--- config.mk ---
export PLATFORM = sky130hd
export DESIGN_NAME = fpnew_i2fcast_pipe
export DESIGN_NICKNAME = d
export VERILOG_FILES = /design/src/rtl/fpnew_i2fcast_pipe.sv
export SDC_FILE = /design/constraint.sdc
export NUM_CORES = 1
export LEC_CHECK = 0
export ABC_AREA = 1
export CAP_MARGIN = 10
export CELL_PAD_IN_SITES_DETAIL_PLACEMENT = 2
export CELL_PAD_IN_SITES_GLOBAL_PLACEMENT = 2
export CORE_UTILIZATION = 29
export CTS_CLUSTER_SIZE = 24
export DETAILED_ROUTE_END_ITERATION = 10
export PLACE_DENSITY = 0.81
export SYNTH_ARGS = -nofsm -noshare
export SYNTH_HDL_FRONTEND = slang
export SYNTH_SLANG_ARGS = --single-unit
--- constraint.sdc ---
create_clock -name clk_i -period 4.4 [get_ports clk_i]
set_input_delay 0.88 -clock clk_i [delete_from_list [all_inputs] [get_ports clk_i]]
set_output_delay 0.88 -clock clk_i [all_outputs]
set_load 0.02 [all_outputs]
--- src/rtl/fpnew_i2fcast_pipe.sv ---
// ---------------------------------------------------------------------------
// fpnew_i2fcast_pipe
//
// Two-stage pipelined integer-to-floating-point converter with a
// valid/ready handshake.
//   Stage A: takes the sign and magnitude of the integer operand.
//   Stage B: normalises, rounds and packs the result. Its register drives
//            the outputs directly.
// A sideband tag travels with each operation.
//
// Destination format encoding (DstFpFormat):
//   0 = FP32 (8/23)
//   1 = FP64 (11/52)
//   2 = FP16 (5/10)
//   3 = FP8  (5/2)
//   4 = FP16ALT (8/7)
//
// Ports:
//   clk_i           clock
//   rst_i           synchronous, active-high reset
//   operand_i       integer operand (IntWidth bits)
//   is_signed_i     1: operand is two's complement, 0: unsigned
//   rnd_mode_i      RNE=0, RTZ=1, RDN=2, RUP=3, RMM=4
//   tag_i / tag_o   sideband carried through the pipe
//   in_valid_i / in_ready_o     input handshake
//   flush_i         drop all in-flight operations
//   result_o        packed FP result (DST_WIDTH bits)
//   status_o        {NV, DZ, OF, UF, NX}
//   extension_bit_o constant 1 (result is NaN-boxed)
//   out_valid_o / out_ready_i   output handshake
//   busy_o          some stage holds a valid operation
// ---------------------------------------------------------------------------
module fpnew_i2fcast_pipe #(
    parameter int unsigned IntWidth    = 32,
    parameter int unsigned DstFpFormat = 0,
    parameter type         TagType     = logic,
    localparam int unsigned DST_EXP_BITS =
        (DstFpFormat == 1) ? 11 : (DstFpFormat == 2) ? 5 :
        (DstFpFormat == 3) ? 5  : 8,
    localparam int unsigned DST_MAN_BITS =
        (DstFpFormat == 1) ? 52 : (DstFpFormat == 2) ? 10 :
        (DstFpFormat == 3) ? 2  : (DstFpFormat == 4) ? 7 : 23,
    localparam int unsigned DST_WIDTH = 1 + DST_EXP_BITS + DST_MAN_BITS
) (
    input  logic                 clk_i,
    input  logic                 rst_i,
    input  logic [IntWidth-1:0]  operand_i,
    input  logic                 is_signed_i,
    input  logic [2:0]           rnd_mode_i,
    input  TagType               tag_i,
    input  logic                 in_valid_i,
    output logic                 in_ready_o,
    input  logic                 flush_i,
    output logic [DST_WIDTH-1:0] result_o,
    output logic [4:0]           status_o,
    output logic                 extension_bit_o,
    output TagType               tag_o,
    output logic                 out_valid_o,
    input  logic                 out_ready_i,
    output logic                 busy_o
);

    localparam int unsigned DST_BIAS = (1 << (DST_EXP_BITS - 1)) - 1;
    localparam int unsigned LZW      = $clog2(IntWidth + 1);
    // Fraction below the hidden bit, padded so that the mantissa, round
    // and sticky slices always exist even when IntWidth-1 < DST_MAN_BITS.
    localparam int unsigned FRAC_W   = IntWidth - 1 + DST_MAN_BITS + 2;
    // The exponent is held at 32 bits so that a rounding carry past the
    // largest exponent is never lost.
    localparam int unsigned EXPW     = 32;
    localparam int unsigned RW       = EXPW + DST_MAN_BITS;
    localparam logic [EXPW-1:0] MAX_EXP = EXPW'((1 << DST_EXP_BITS) - 1);

    localparam logic [2:0] RNE = 3'd0;
    localparam logic [2:0] RTZ = 3'd1;
    localparam logic [2:0] RDN = 3'd2;
    localparam logic [2:0] RUP = 3'd3;
    localparam logic [2:0] RMM = 3'd4;

    // Returns the number of leading zeros. An all-zero input returns IntWidth.
    function automatic logic [LZW-1:0] count_lz(input logic [IntWidth-1:0] v);
        count_lz = LZW'(IntWidth);
        for (int i = 0; i < IntWidth; i++) begin
            if (v[i]) count_lz = LZW'(IntWidth - 1 - i);
        end
    endfunction

    // ---------------- pipeline registers ----------------
    logic                 a_valid;
    logic                 a_sign;
    logic [IntWidth-1:0]  a_mag;
    logic                 a_zero;
    logic [2:0]           a_rnd;
    TagType               a_tag;

    logic                 b_valid;
    logic [DST_WIDTH-1:0] b_result;
    logic [4:0]           b_status;
    TagType               b_tag;

    // ---------------- handshake ----------------
    logic b_adv;
    logic a_adv;

    assign b_adv      = ~b_valid | out_ready_i;
    assign a_adv      = ~a_valid | b_adv;
    assign in_ready_o = a_adv & ~flush_i & ~rst_i;

    // ---------------- stage A combinational ----------------
    logic                in_sign;
    logic [IntWidth-1:0] in_mag;

    assign in_sign = is_signed_i & operand_i[IntWidth-1];
    // The signed minimum negates onto itself, which is exactly 2^(IntWidth-1)
    // when the value is read as unsigned.
    assign in_mag  = in_sign ? (~operand_i + IntWidth'(1)) : operand_i;

    // ---------------- stage B combinational ----------------
    logic [LZW-1:0]          lzc;
    logic [IntWidth-1:0]     norm;
    logic [FRAC_W-1:0]       frac_ext;
    logic [DST_MAN_BITS-1:0] mant;
    logic                    round_bit;
    logic                    sticky;
    logic [EXPW-1:0]         exp_pre;
    logic                    inc;
    logic [RW-1:0]           rounded;
    logic [EXPW-1:0]         exp_rnd;
    logic                    overflow;
    logic                    inexact;
    logic                    use_inf;
    logic [DST_WIDTH-1:0]    res_next;
    logic [4:0]              status_next;
    logic                    unused_bits;

    assign lzc      = count_lz(a_mag);
    assign norm     = a_mag << lzc;
    assign frac_ext = {norm[IntWidth-2:0], {(DST_MAN_BITS + 2){1'b0}}};
    assign mant     = frac_ext[FRAC_W-1 -: DST_MAN_BITS];
    assign round_bit = frac_ext[FRAC_W-1-DST_MAN_BITS];
    assign sticky   = |frac_ext[FRAC_W-2-DST_MAN_BITS:0];
    assign exp_pre  = EXPW'(IntWidth - 1) - EXPW'(lzc) + EXPW'(DST_BIAS);
    // The hidden bit is implied by the exponent and never stored.
    assign unused_bits = norm[IntWidth-1];

    always_comb begin
        inc = 1'b0;
        case (a_rnd)
            RNE:     inc = round_bit & (sticky | mant[0]);
            RTZ:     inc = 1'b0;
            RDN:     inc = (round_bit | sticky) & a_sign;
            RUP:     inc = (round_bit | sticky) & ~a_sign;
            RMM:     inc = round_bit;
            default: inc = round_bit & (sticky | mant[0]);
        endcase
    end

    // A mantissa carry ripples straight into the exponent field.
    assign rounded  = {exp_pre, mant} + RW'(inc);
    assign exp_rnd  = rounded[RW-1 -: EXPW];
    assign overflow = (exp_rnd >= MAX_EXP);
    assign inexact  = round_bit | sticky | overflow;

    // On overflow, pick infinity or the largest finite value. The choice
    // depends on whether the rounding direction points away from zero.
    always_comb begin
        use_inf = 1'b1;
        case (a_rnd)
            RTZ:     use_inf = 1'b0;
            RDN:     use_inf = a_sign;
            RUP:     use_inf = ~a_sign;
            default: use_inf = 1'b1;
        endcase
    end

    always_comb begin
        res_next    = {a_sign, rounded[DST_EXP_BITS+DST_MAN_BITS-1:0]};
        status_next = {2'b00, 1'b0, 1'b0, inexact};
        if (a_zero) begin
            res_next    = '0;
            status_next = '0;
        end else if (overflow) begin
            status_next = {2'b00, 1'b1, 1'b0, 1'b1};
            if (use_inf) begin
                res_next = {a_sign, {DST_EXP_BITS{1'b1}}, {DST_MAN_BITS{1'b0}}};
            end else begin
                res_next = {a_sign, {(DST_EXP_BITS-1){1'b1}}, 1'b0,
                            {DST_MAN_BITS{1'b1}}};
            end
        end
    end

    // ---------------- sequential ----------------
    always_ff @(posedge clk_i) begin
        if (rst_i) begin
            a_valid  <= 1'b0;
            a_sign   <= 1'b0;
            a_mag    <= '0;
            a_zero   <= 1'b0;
            a_rnd    <= '0;
            a_tag    <= '0;
            b_valid  <= 1'b0;
            b_result <= '0;
            b_status <= '0;
            b_tag    <= '0;
        end else if (flush_i) begin
            a_valid <= 1'b0;
            b_valid <= 1'b0;
        end else begin
            if (a_adv) begin
                a_valid <= in_valid_i;
                if (in_valid_i) begin
                    a_sign <= in_sign;
                    a_mag  <= in_mag;
                    a_zero <= (in_mag == '0);
                    a_rnd  <= rnd_mode_i;
                    a_tag  <= tag_i;
                end
            end
            if (b_adv) begin
                b_valid <= a_valid;
                // Data is loaded only when a new operation arrives, so a
                // stalled output holds its values.
                if (a_valid) begin
                    b_result <= res_next;
                    b_status <= status_next;
                    b_tag    <= a_tag;
                end
            end
        end
    end

    assign result_o        = b_result;
    assign status_o        = b_status;
    assign tag_o           = b_tag;
    assign out_valid_o     = b_valid;
    assign busy_o          = a_valid | b_valid;
    assign extension_bit_o = 1'b1;

endmodule

# After elaboration in Yosys (flattened, before gate mapping)
# Cells that the tools add are included.
dict set report classes {
  add_sub_neg 4
  magnitude_cmp 1
  eq_ne 4
  shift 1
  muxes 40
  bitwise 18
  n_reduce_logical 5
}
# op count
set ops {}
lappend ops {{two-way mux 6 bit} 32}
lappend ops {{two-way mux 32 bit} 2}
lappend ops {{adder 32 x 2 -> 33 bit} 1}
lappend ops {{adder 32 x 1 -> 32 bit, second input constant} 1}
lappend ops {{>= comparator 32 x 8 -> 1 bit, second input constant} 1}
lappend ops {{logical NOT 32 bit} 1}
lappend ops {{NOT 32 bit} 1}
lappend ops {{<< shifter 32 x 6 -> 31 bit} 1}
lappend ops {{two-way mux 31 bit} 1}
lappend ops {{two-way mux 24 bit} 1}
lappend ops {{adder 7 x 8 -> 9 bit, second input constant} 1}
lappend ops {{OR reduction 7 bit} 1}
lappend ops {{subtractor 5 x 6 -> 7 bit, first input constant} 1}
lappend ops {{AND 1 bit} 6}
lappend ops {{equality test 3 x 2 -> 1 bit, second input constant} 2}
lappend ops {{two-way mux 3 bit} 2}
lappend ops {{OR 1 bit} 6}
lappend ops {{AND reduction 3 bit} 2}
lappend ops {{NOT 1 bit} 5}
lappend ops {{one-hot mux 1 bit (4 select lines)} 1}
lappend ops {{equality test 3 x 1 -> 1 bit, second input constant} 1}
lappend ops {{equality test 3 bit, second input constant} 1}
lappend ops {{one-hot mux 1 bit (3 select lines)} 1}
lappend ops {{OR reduction 2 bit} 1}
dict set report word_totals {
  ff_bits 78
  input_bits 42
  output_inout_bits 42
  wordCells 83
}

# Longest topological paths before layout
dict set report logic_depth {
  ltp_word 42
  depth_mapped 54
  mapped_depth_nobuf 53
}

# Least setup slack after synthesis
# No wires, ideal clock.
dict set report synth_timing {
  kind {input to register}
  start {input operand_i[0]}
  end {register a_zero}
  setup_time_ns 0.070
  t_arrival_ns 3.822
  required_ns 4.330
  setup_slack_ns 0.507
  path_stages 25
  path_buffers 0
  path_cell_list {inv_1 > ha_1 > inv_1 > nor3_1 > inv_1 > nor3_1 > inv_1 > nor3_1 > inv_1 > nor3_1 > nor3b_1 > nand4_1 > nor3_1 > inv_1 > nor3_1 > inv_1 > nor3_1 > nor2_1 > a21oi_1 > xor2_1 > nor4_1 > nand4_1 > nor2_1 > nand2_1 > a21oi_1}
}
dict set report synth_via {
  elab_chain_len 4
}
# item line
set synth_lines {}
lappend synth_lines {{start, declared} 47} ;# input logic [IntWidth-1:0] operand_i,
lappend synth_lines {{NOT 32 bit} 116} ;# assign in_mag = in_sign ? (~operand_i + IntWidth'(1)) : operand_i;
lappend synth_lines {{adder 32 x 1 -> 32 bit} 116}
lappend synth_lines {{two-way mux 32 bit *} 116}
lappend synth_lines {{logical NOT 32 bit *} 215} ;# a_zero <= (in_mag == '0);
lappend synth_lines {{end signal, assigned} 215}
lappend synth_lines {{end, declared} 92} ;# logic a_zero;
# Every way passes the cells marked *; elsewhere a longest branch is shown, timed or not.
# A chain may end at the register's enable or synchronous reset.

# Worst setup path in the final report
dict set report layout_timing {
  start {register a_mag[2]}
  end {register b_result[20] (netlist: result_o[20])}
}
dict set report layout_via {
  elab_chain_len 39
  word_cells_on_any_way 44
  classes_between {add/sub (3); order compare (1); shift (1); mux (33); bitwise (5); reduce/logical (1)}
}
# item line
set layout_lines {}
lappend layout_lines {{start, declared} 91} ;# logic [IntWidth-1:0] a_mag;
lappend layout_lines {{start signal, assigned} 214} ;# a_mag <= in_mag;
lappend layout_lines {{two-way mux 6 bit (30 in series)} 84} ;# if (v[i]) count_lz = LZW'(IntWidth - 1 - i);
lappend layout_lines {{<< shifter 32 x 6 -> 31 bit} 137} ;# assign norm = a_mag << lzc;
lappend layout_lines {{OR reduction 7 bit} 141} ;# assign sticky = |frac_ext[FRAC_W-2-DST_MAN_BITS:0];
lappend layout_lines {{OR 1 bit, on equally long branches} n/a}
lappend layout_lines {{AND 1 bit, on equally long branches} n/a}
lappend layout_lines {{one-hot mux 1 bit (4 select lines)} 148} ;# case (a_rnd)
lappend layout_lines {{adder 32 x 2 -> 33 bit *} 159} ;# assign rounded = {exp_pre, mant} + RW'(inc);
lappend layout_lines {{>= comparator 32 x 8 -> 1 bit} 161} ;# assign overflow = (exp_rnd >= MAX_EXP);
lappend layout_lines {{two-way mux 31 bit *} 182} ;# end else if (overflow) begin
lappend layout_lines {{two-way mux 32 bit *} 179} ;# if (a_zero) begin
lappend layout_lines {{end signal, assigned} 225} ;# b_result <= res_next;
lappend layout_lines {{end, declared} 97} ;# logic [DST_WIDTH-1:0] b_result;
# Marks and branches as above.

==> flow_summary.toml <==
[run_status]
status = "finished, violations left"
violations = "negative setup slack"

[flow_run]
cap_violations = 0

[final_layout]
seq_area_sq_mm = 0.00150
area_growth_pct = 57.7
layout_commonest_cell = "nand2_1"
fin_nets = 1452
fill_cells = 2641
final_cell_area_sq_mm = 0.0105
drive_above_1_share_pct = 28.5
multi_input_area_sq_mm = 0.00554
fin_util_pct = 46.6
layout_common_cells = "280 x nand2_1, 175 x nand3_1, 149 x buf_4"

[routing]
dr.pass1.iters = 6
drc = 0
wl_per_cell_microns = 33.9
finalWirelength_microns = 57500
via_count = 10800
drtIter0Drc = 1112
ant_nets = 0
avgViaCountPerCell = 6.38

[critical_path]
cp.arrival_ns = 6.42
end_kind = "flop"
cp_slowest_cell = "nand2_1"
path_class = "reg2reg"
r2r_slack_ns = -1.78
cp_max_fo = 19
start_kind = "flop"
slowest_delay_ns = 0.41
r2r_cells = 48
crit_required_ns = 4.64
crit_top_cell = "nand2_1"

[placement]
gp_congestion = 0.941
placed_cell_area_sq_mm = 0.00850
place_hpwl_microns = 25300
port_buffers = 79

[hold_path]
worstHoldPathType = "reg2reg"
holdPathStages = 2

[synth]
netlist_area_sq_mm = 0.00669
synth_flop_cell = "dfxtp_1"
yosysWarnings = 0
yosysUniqueCellTypes = 39
synth_top_cell_area_share_pct = 22.4
netlist_top_cells_area = "dfxtp_1 22%, nand2_1 19%, nand3_1 17%, inv_1 7.0%, a21oi_1 5.8%"
postSynthAreaPerCell_sq_um = 5.61
ys_ff_latch = 75
synthCells = 1192
yosysSeqAreaShare_pct = 22.4
synth_area_leader_cell = "dfxtp_1"
synthArstFlopShare_pct = 0
synth_edf_count = 0

[timing]
finalCriticalPeriod_ns = 6.18
post-route-period-util_pct = 140
tightest_slew_ns = 1.13
rsz0062_at_grt = "yes"
setup_viol = 33
finalClockSkew_ns = 0.0228
fin_ws_ns = -1.78
max_freq_mhz = 162
holdWs_ns = 0.483
hold_viol_final = 0
maxSlewHeadroom_pct = 24.6
fin_tns_setup_ns = -40.15
slew_violations = 0

[global_route]
grt_max_degree = 63
track_usage_pct = 38.5
grt-ovfl-total = 0
antenna_found_initial = 9
grt_pass1_vias = 11200
grt_pass1_wl_microns = 68600

[die]
num_rows = 55
core-area_sq_mm = 0.0226
start_util_pct = 29.5
dieArea_sq_mm = 0.0237
ios = 84
die_h_microns = 154
dieWidth_microns = 154

[power]
p_per_area_mw_per_mm2 = 453
leakage_nw = 4.73
power_mw = 4.78
vdd_ir_drop_max_mv = 0.330

[cts]
cts_tree = "yes"
htreeDepth = 3
clk_pin_slew_ns = 0.08
root_buffer = "clkbuf_16"
cts_buffers = 9
cts.sinks = 75
clockBufferDepth = 2
ctsHoldBuffers = 0
clock_latency_ns = 0.39
## worst paths after layout
check	startpoint	end
hold reg to reg	result_o[19]$_SDFFE_PP0P_	result_o[19]$_SDFFE_PP0P_
setup reg to reg	a_mag[2]$_SDFFE_PP0P_	result_o[20]$_SDFFE_PP0P_
hold / removal	result_o[19]$_SDFFE_PP0P_	result_o[19]$_SDFFE_PP0P_
setup / recovery	a_mag[2]$_SDFFE_PP0P_	result_o[20]$_SDFFE_PP0P_
## registers in the layout (all words and copies together) (netlist names)
name         flops
a_rnd            3
a_valid          1
out_valid_o      1
a_tag            1
tag_o            1
status_o         2
a_sign           1
result_o        32
a_mag           32
a_zero           1
## timing repair
item | 4_1_cts | 5_1_grt
setup buffers | 40 | 31
endpoints found under the hold margin | 0 | 0
endpoints found under the setup margin | 33 | 34
pin swaps | 37 | 56
gates resized for setup | 120 | 166
gates cloned | 1 | 0
## layout make-up
type                            instances  area share [%]
Clock buffer                           10            2.27
Tap cell                              285            3.38
Multi-Input combinational cell        930            52.6
Antenna cell                            2          0.0474
Inverter                              131            4.82
Clock inverter                          6           0.890
Timing Repair Buffer                  258            21.8
Sequential cell                        75            14.3
## cells in the mapped netlist (all sizes together), types with 3 or more instances
master and count:
nand2 344, nand3 236, inv 128, nor2 100
a21oi 78, dfxtp 75, o21ai 48, clkbuf 37
nor3 27, xor2 24, buf 22, nand4 16
xnor2 13, nor4 9, a31oi 5, ha 5
nand3b 4, clkinv 3, o211ai 3
## metal layers
| layer | share of wire [%] | up-vias | track usage [%] |
|---|---|---|---|
| li1 | - | 4335 | - |
| met3 | 9.5 | 406 | 8.26 |
| met2 | 46 | 731 | 68.5 |
| met5 | 0.15 | - | 0 |
| met4 | 10 | 14 | 29.1 |
| met1 | 34 | 5346 | 39.9 |
## where the power goes
part           total, mW  internal, mW  leakage [nW]  switching [mW]
Sequential         0.758         0.715         0.613          0.0424
Clock              0.947         0.520         0.160           0.427
Combinational       3.07         0.948          3.95            2.12
## per-stage QoR
step	instances	worst slack [ns]
global placement	1614	-0.741
floorplan	1194	0.507
finish	1697	-1.78
CTS	1669	-0.499
detailed placement	1614	-0.920
global route	1695	-2.06
## worst max-delay path, delay by kind of cell (launching register included)
kind	cells	cell delay, ns
AO/OA/AOI/OAI	1	0.07
buffers and inverters	5	0.75
AND/OR/NAND/NOR	42	4.80
flip-flops	1	0.37
## logic make-up after synthesis
logic type      after synthesis  share of synthesized area, %
simple gates                742                          49.1
buf+inv                     190                          11.5
compound gates              141                          11.1
flops                        75                          22.4
xor+xnor                     37                          4.84
fa+ha+maj                     5                         0.935
other cells                   2                         0.112
No activity file was read; power rests on OpenSTA's default activity.
